[src/rtl/stream_mux_rr_if.sv]
// Handshake bundle for stream_mux_rr: N producer channels in, one registered stream out.
// The packet-lock sideband (last_i/last_o) exists only under STREAM_MUX_LOCK_EN.
interface stream_mux_rr_if #(
  parameter int WIDTH    = 32,
  parameter int CHANNELS = 4
);
  localparam int SEL_W = $clog2(CHANNELS);

  logic                      mode_i;
  logic [SEL_W-1:0]          sel_i;
  logic [CHANNELS-1:0]       valid_i;
  logic [CHANNELS*WIDTH-1:0] data_i;
  logic [CHANNELS-1:0]       ready_o;
  logic                      valid_o;
  logic [WIDTH-1:0]          data_o;
  logic [SEL_W-1:0]          src_o;
  logic                      ready_i;
`ifdef STREAM_MUX_LOCK_EN
  logic [CHANNELS-1:0]       last_i;
  logic                      last_o;

  modport slave  (input  mode_i, sel_i, valid_i, data_i, ready_i, last_i,
                  output ready_o, valid_o, data_o, src_o, last_o);
  modport master (output mode_i, sel_i, valid_i, data_i, ready_i, last_i,
                  input  ready_o, valid_o, data_o, src_o, last_o);
`else
  modport slave  (input  mode_i, sel_i, valid_i, data_i, ready_i,
                  output ready_o, valid_o, data_o, src_o);
  modport master (output mode_i, sel_i, valid_i, data_i, ready_i,
                  input  ready_o, valid_o, data_o, src_o);
`endif
endinterface

[src/rtl/stream_mux_rr.sv]
// N:1 valid/ready stream mux with one output register; external-select or round-robin grant.
// Optional packet lock (last_i/last_o) enabled by defining STREAM_MUX_LOCK_EN.
module stream_mux_rr #(
  parameter int WIDTH    = 32,
  parameter int CHANNELS = 4
) (
  input  logic              clk,
  input  logic              rst,
  stream_mux_rr_if.slave    bus
);
  localparam int SEL_W = $clog2(CHANNELS);

  logic [CHANNELS-1:0][WIDTH-1:0] din;
  logic [CHANNELS-1:0]            vin;
  logic                           can_accept;
  logic                           gnt_vld;
  logic [SEL_W-1:0]               gnt_idx;
  logic [CHANNELS-1:0]            rdy;
  logic                           xfer;

  logic                           vld_q;
  logic [WIDTH-1:0]               data_q;
  logic [SEL_W-1:0]               src_q;
  logic [SEL_W-1:0]               ptr;

`ifdef STREAM_MUX_LOCK_EN
  logic                           lock;
  logic [SEL_W-1:0]               lock_ch;
  logic                           last_q;
`endif

  assign din = bus.data_i;
  assign vin = bus.valid_i;

  // No acceptance during reset so a reset cycle never consumes an upstream beat.
  assign can_accept = !rst && (!vld_q || bus.ready_i);

  always_comb begin
    gnt_vld = 1'b0;
    gnt_idx = '0;
    if (!bus.mode_i) begin
      for (int k = 0; k < CHANNELS; k++)
        if (bus.sel_i == SEL_W'(k) && vin[k]) begin
          gnt_vld = 1'b1;
          gnt_idx = SEL_W'(k);
        end
    end else begin
      // Walk farthest-to-nearest from ptr so the nearest valid channel wins.
      for (int i = CHANNELS; i >= 1; i--)
        for (int k = 0; k < CHANNELS; k++)
          if (k == (int'(ptr) + i) % CHANNELS && vin[k]) begin
            gnt_vld = 1'b1;
            gnt_idx = SEL_W'(k);
          end
    end
`ifdef STREAM_MUX_LOCK_EN
    if (lock) begin
      gnt_vld = vin[lock_ch];
      gnt_idx = lock_ch;
    end
`endif
  end

  always_comb begin
    rdy = '0;
    for (int k = 0; k < CHANNELS; k++)
      rdy[k] = can_accept && gnt_vld && (gnt_idx == SEL_W'(k));
  end

  assign xfer = can_accept && gnt_vld;

  always_ff @(posedge clk) begin
    if (rst) begin
      vld_q  <= 1'b0;
      data_q <= '0;
      src_q  <= '0;
      ptr    <= SEL_W'(CHANNELS - 1);
    end else if (xfer) begin
      vld_q  <= 1'b1;
      data_q <= din[gnt_idx];
      src_q  <= gnt_idx;
      if (bus.mode_i) ptr <= gnt_idx;
    end else if (bus.ready_i) begin
      vld_q  <= 1'b0;
    end
  end

`ifdef STREAM_MUX_LOCK_EN
  // A non-last beat pins the grant to its channel until that channel sends last.
  always_ff @(posedge clk) begin
    if (rst) begin
      lock    <= 1'b0;
      lock_ch <= '0;
      last_q  <= 1'b0;
    end else if (xfer) begin
      last_q <= bus.last_i[gnt_idx];
      if (!bus.last_i[gnt_idx]) begin
        lock    <= 1'b1;
        lock_ch <= gnt_idx;
      end else begin
        lock    <= 1'b0;
      end
    end
  end
  assign bus.last_o = last_q;
`endif

  assign bus.ready_o = rdy;
  assign bus.valid_o = vld_q;
  assign bus.data_o  = data_q;
  assign bus.src_o   = src_q;
endmodule

[src/flat_wrapper.sv]
// flat-port wrapper written by rule: the top's interface ports become plain ports
module stream_mux_rr_flat 
#(
  parameter int WIDTH    = 32,
  parameter int CHANNELS = 4
)
  (clk, rst, bus_mode_i, bus_sel_i, bus_valid_i, bus_data_i, bus_ready_i, bus_ready_o, bus_valid_o, bus_data_o, bus_src_o);
  stream_mux_rr_if #(.WIDTH(WIDTH), .CHANNELS(CHANNELS)) bus_i ();
  input  logic clk;
  input  logic rst;
  input wire logic [$bits(bus_i.mode_i)-1:0] bus_mode_i;
  input wire logic [$bits(bus_i.sel_i)-1:0] bus_sel_i;
  input wire logic [$bits(bus_i.valid_i)-1:0] bus_valid_i;
  input wire logic [$bits(bus_i.data_i)-1:0] bus_data_i;
  input wire logic [$bits(bus_i.ready_i)-1:0] bus_ready_i;
  output wire logic [$bits(bus_i.ready_o)-1:0] bus_ready_o;
  output wire logic [$bits(bus_i.valid_o)-1:0] bus_valid_o;
  output wire logic [$bits(bus_i.data_o)-1:0] bus_data_o;
  output wire logic [$bits(bus_i.src_o)-1:0] bus_src_o;
  assign bus_i.mode_i = bus_mode_i;
  assign bus_i.sel_i = bus_sel_i;
  assign bus_i.valid_i = bus_valid_i;
  assign bus_i.data_i = bus_data_i;
  assign bus_i.ready_i = bus_ready_i;
  assign bus_ready_o = bus_i.ready_o;
  assign bus_valid_o = bus_i.valid_o;
  assign bus_data_o = bus_i.data_o;
  assign bus_src_o = bus_i.src_o;
  stream_mux_rr #(.WIDTH(WIDTH), .CHANNELS(CHANNELS)) u_core (.clk(clk), .rst(rst), .bus(bus_i));
endmodule
[config.mk]
export PLATFORM = sky130hd
export DESIGN_NAME = stream_mux_rr_flat
export DESIGN_NICKNAME = d
export VERILOG_FILES = /design/src/rtl/stream_mux_rr_if.sv /design/src/rtl/stream_mux_rr.sv /design/src/flat_wrapper.sv
export SDC_FILE = /design/constraint.sdc
export NUM_CORES = 1
export LEC_CHECK = 0
export CAP_MARGIN = 0
export CELL_PAD_IN_SITES_DETAIL_PLACEMENT = 0
export CELL_PAD_IN_SITES_GLOBAL_PLACEMENT = 1
export CORE_MARGIN = 2
export CORE_UTILIZATION = 28
export DETAILED_ROUTE_END_ITERATION = 6
export HOLD_SLACK_MARGIN = 0.08
export PLACE_DENSITY_LB_ADDON = 0.1
export SETUP_SLACK_MARGIN = 0.3
export SYNTH_ARGS = -nofsm -noshare
export SYNTH_HDL_FRONTEND = slang
export SYNTH_SLANG_ARGS = --single-unit
[constraint.sdc]
create_clock -name clk -period 5.04 [get_ports clk]
set_input_delay 1.008 -clock clk [delete_from_list [all_inputs] [get_ports clk]]
set_output_delay 1.008 -clock clk [all_outputs]
set_load 0.005 [all_outputs]
After elaboration in Yosys (flattened, before gate mapping):

Cells that the tools add are included.

* output and inout bits: 39
* bits in latches: 0
* memories kept: 0
* register bits after elaboration: 37
* bits in writable memories: 0
* input port bits: 138
* ROM bits: 0

* order comparisons: 1
* div/mod/pow operators: 0
* reductions and logical operators: 41
* bitwise logic cells: 4
* shifts and indexed selects: 0
* eq/ne operators: 18
* mux-type cells: 44
* add/subtract/negate cells: 4
* $mul: 0

Operator list (count)
* $logic_not A32 Y1: 4
* $bmux W32 S2: 1
* $mux W2: 17
* $mux W32: 1
* $logic_and A1 B1 Y1: 26
* $mux W1: 25
* $eq A3 B3 Y1 const A: 8
* $eq A2 B3 Y1 const A: 4
* $eq A2 B2 Y1 const B: 4
* $reduce_or A2 Y1: 4
* $add A2 B1 Y2 const B: 2
* $add A2 B2 Y2 const B: 2
* $and A1 B1 Y1 const A: 4
* $eq A2 B1 Y1 const B: 2
* $logic_not A2 Y1: 2
* $lt A2 B3 Y1 const B: 1
* $logic_not A1 Y1: 2
* $reduce_and A2 Y1: 1
* $reduce_bool A2 Y1: 1
* $logic_or A1 B1 Y1: 1

Longest topological paths before layout:

* word-level depth: 24
* gate-level depth with buffers: 9

Worst setup path after synthesis:

No wires, ideal clock.

* kind: input-to-output
* start: input port bus_ready_i
* end: output port bus_ready_o[2]
* setup slack: 1783 ps
* stages: 6
* buffers on the path: 2
* arrival: 2249 ps
* cells stage by stage: nand2b_1 -> or2b_2 -> a311o_2 -> buf_4 -> clkbuf_8 -> nor3b_1

* word-level cells in the longest chain between the ends: 4

Ends and longest elaborated chain
* start: declaration: line flat_wrapper.sv:15 `input wire logic [$bits(bus_i.ready_i)-1:0] bus_ready_i;`
* $logic_or A1 B1 Y1: line stream_mux_rr.sv:36 `assign can_accept = !rst && (!vld_q || bus.ready_i);`
* $logic_and A1 B1 Y1: line stream_mux_rr.sv:36
* $logic_and A1 B1 Y1 (2 in a row): line stream_mux_rr.sv:67 `rdy[k] = can_accept && gnt_vld && (gnt_idx == SEL_W'(k));`
* end: declaration: line flat_wrapper.sv:16 `output wire logic [$bits(bus_i.ready_o)-1:0] bus_ready_o;`

Every way passes these cells.

Final worst setup path:

* start: input port bus_mode_i
* end: output port bus_ready_o[0]

* word-level cells in the longest chain between the ends: 3
* elaborated cells between the ends (all ways): 5
* classes of those cells: mux: 2; reduce/logical: 3

Ends and longest elaborated chain
* start: declaration: line flat_wrapper.sv:11 `input wire logic [$bits(bus_i.mode_i)-1:0] bus_mode_i;`
* $mux W2 / $mux W1 (equally long branches): line stream_mux_rr.sv:41 `if (!bus.mode_i) begin`
* $logic_not A2 Y1 / $logic_and A1 B1 Y1 (equally long branches): line stream_mux_rr.sv:67
* $logic_and A1 B1 Y1 *: line stream_mux_rr.sv:67

Mark *: on every way between the ends. The rest lies on a longest branch, timed or not.

==> reports/metrics.yaml <==
detailed_routing:
  drtPass1Iterations: 4
  drc: 0
  wl_per_cell_um: 16.4
  ant_nets: 0
  wl_um: 8350
  drt-initial-drc-count: 44
  via_per_inst: 4.93
  vias: 2504
sta:
  finalSetupTns_ns: 0
  clock.fmax_mhz: 225
  relSlewSlack_pct: 28.6
  slew_violations: 0
  finalCritPeriodShare_pct: 88.4
  min_period_ns: 4.45
  rsz0062_at_grt: "false"
  final_hold_viol_count: 0
  setup_violations: 0
  worst_slew_pin_slew_ns: 1.07
  fin_skew_ns: 0.00727
yosys:
  netlist.area_leader.share_pct: 28.7
  synth_top_area_cell: "dfxtp_1"
  synthCells: 234
  synthArstFlopShare_pct: 0
  synth_cell_types: 36
  synth-edff-count: 0
  syn-num-nets: 372
  seq_area_frac_synth_pct: 28.7
  netlist_top_cells_area: "dfxtp_1 29%, mux2i_1 25%, o221ai_2 13%, nand3b_1 10%, buf_6 3.1%"
  syn_area_per_cell_um2: 11.0
  yosys_warnings: 0
  synthFlopType: "dfxtp_1"
  syn-cell-area_mm2: 0.00258
  ys_ff_latch: 37
finish:
  num-nets-final: 535
  synthToLayoutAreaGrowth_pct: 71.1
  layout-drive-gt1-share_pct: 11.1
  n_antenna_cell: 0
worst_setup_path:
  path_class: "in -> out"
  path_common_cell: "clkdlybuf4s50_1"
  crit_arrival_ns: 3.45
  cp_num_buf_inv: 2
  crit_path_max_fanout: 11
  startpoint_type: "input pin"
  crit_slowest_cell: "clkdlybuf4s50_1"
  cpLargestDelayFamily: "buffers and inverters"
  crit_required_ns: 4.03
  cp_slowest_stage_delay_ns: 0.71
  crit_path_cell_trace: "clkdlybuf4s50_1, and3b_2, a2111oi_0, o22ai_1, nor3_1, clkdlybuf4s50_1"
  end_kind: "primary output"
clock_network:
  cts_inserted_buffers: 5
  cts_setup_buffers: 0
  htreeDepth: 2
  root_buffer: "clkbuf_8"
  clk_pin_slew_worst_paths_ns: 0.07
  clock_latency_ns: 0.29
  clock_path_buffers: 2
  clock-sinks: 37
  cts_tree: "yes"
  holdBufCountCts: 0
  cts_resized: 0
floorplan:
  die_w_um: 100
  io_pins: 177
  die_height_um: 100
  row_count: 35
  start_util_pct: 28.3
  core-area_mm2: 0.00911
  die-area_mm2: 0.0100
run_status:
  outcome: "finished clean"
global_route:
  grt_pass1_vias: 2522
  overflow: 0
  grtUsageTotal_pct: 16.3
  grt_pass1_wl_um: 12800
  antenna_found_initial: 0
  grt_start_max_net_pins: 66
placement:
  gp_congestion: 0.816
  numPortBuffers: 176
  hpwlAfterDp_um: 5970
job:
  drv_cap: 0
power:
  power_mw: 1.03
  power.leakage_nw: 1.69
  powerDensity_mw_per_mm2: 234
  vdd_drop_max_uv: 113
hold_path:
  min_path_type: "reg -> reg"
[flip-flops by register name, summed over array words and instances, names as in the netlist]
register / flops
u_core.bus.data_o: 32
u_core.bus.src_o: 2
u_core.ptr: 2
u_core.bus.valid_o: 1
[worst reg2reg max path: cells and delay by family, from the launching register on]
| family | cells | cell delay, ns |
|---|---|---|
| buffers and inverters | 1 | 0.81 |
| AND/OR/NAND/NOR | 1 | 0.10 |
| flip-flops | 1 | 0.38 |
| multiplexers | 1 | 0.40 |
| AO/OA/AOI/OAI | 3 | 0.58 |
[cells by family after synthesis]
kind of cell	synth area share, %
multiplexers	26.1
buffers and inverters	7.90
flip-flops	28.7
AND/OR/NAND/NOR	16.2
AO/OA/AOI/OAI	21.1
[per-stage QoR]
step | util, % | hold slack, ns | setup slack (ns) | area (um2) | std cells
3_5_place_dp | 47.3 | 0.464 | 0.606 | 4310 | 501
5_1_grt | 48.5 | 0.535 | 0.415 | 4420 | 508
3_3_place_gp | 47.3 | 0.461 | 0.667 | 4310 | 501
6_report | 48.5 | 0.492 | 0.586 | 4420 | 508
2_1_floorplan | - | 0.465 | 1.78 | 2580 | 234
4_1_cts | 48.5 | 0.496 | 0.596 | 4420 | 508
[final timing paths]
path / startpoint / to / slack, ns / cells after the start
max: bus_mode_i / bus_ready_o[0] / 0.59 / 6
min: u_core.bus.src_o[1] / u_core.bus.src_o[1] / 0.49 / 2
max reg2reg: u_core.ptr[0] / u_core.bus.data_o[21] / 2.64 / 6
min reg2reg: u_core.bus.src_o[1] / u_core.bus.src_o[1] / 0.49 / 2
[power by group]
part	internal, mW	leakage [nW]	switching, mW
logic	0.262	1.33	0.158
registers	0.339	0.307	0.0244
clock network	0.144	0.0540	0.107
total	0.745	1.69	0.290
[area by class of cell]
cell class                 instances  area, um2
timing repair buffer             179       1780
clock inverter                     2       35.0
inverter                           3       11.3
multi-input combinational        171       1640
clock buffer                       5       68.8
tap                              111        139
fill                             902       4690
sequential                        37        741
[layout by cell type, fill, tap and decap left out, types with 2 or more instances in the layout]
cell type,count
mux2i_1,65
o221ai_2,23
and3_2,2
a2111oi_0,2
nand2b_1,4
inv_1,3
nand2_1,5
dfxtp_1,37
nor2_1,3
o21ai_0,4
o221ai_1,9
a211o_1,2
buf_4,3
clkbuf_8,5
nor3b_1,2
clkdlybuf4s50_1,176
nand3b_1,35
[Yosys cell counts (3+ instances only)]
master / n
nand3b_1: 35
buf_6: 7
clkbuf_1: 3
dfxtp_1: 37
inv_1: 3
o221ai_1: 9
mux2i_1: 65
o21ai_0: 4
o221ai_2: 23
clkbuf_8: 3
nand2b_1: 4
nor2_1: 3
buf_2: 7
nand2_1: 5
[metal layers]
metal | track usage (%) | part of all wire, % | wire length (um) | vias to the layer above
li1 | - | - | - | 1244
met1 | 19.5 | 42 | 3510 | 1146
met2 | 28.4 | 48 | 4020 | 107
met3 | 4.67 | 8.6 | 719 | 7
met4 | 4.64 | 1.3 | 105 | 0
met5 | 0 | 0 | 0 | -
No activity file was read; power rests on OpenSTA's default activity.
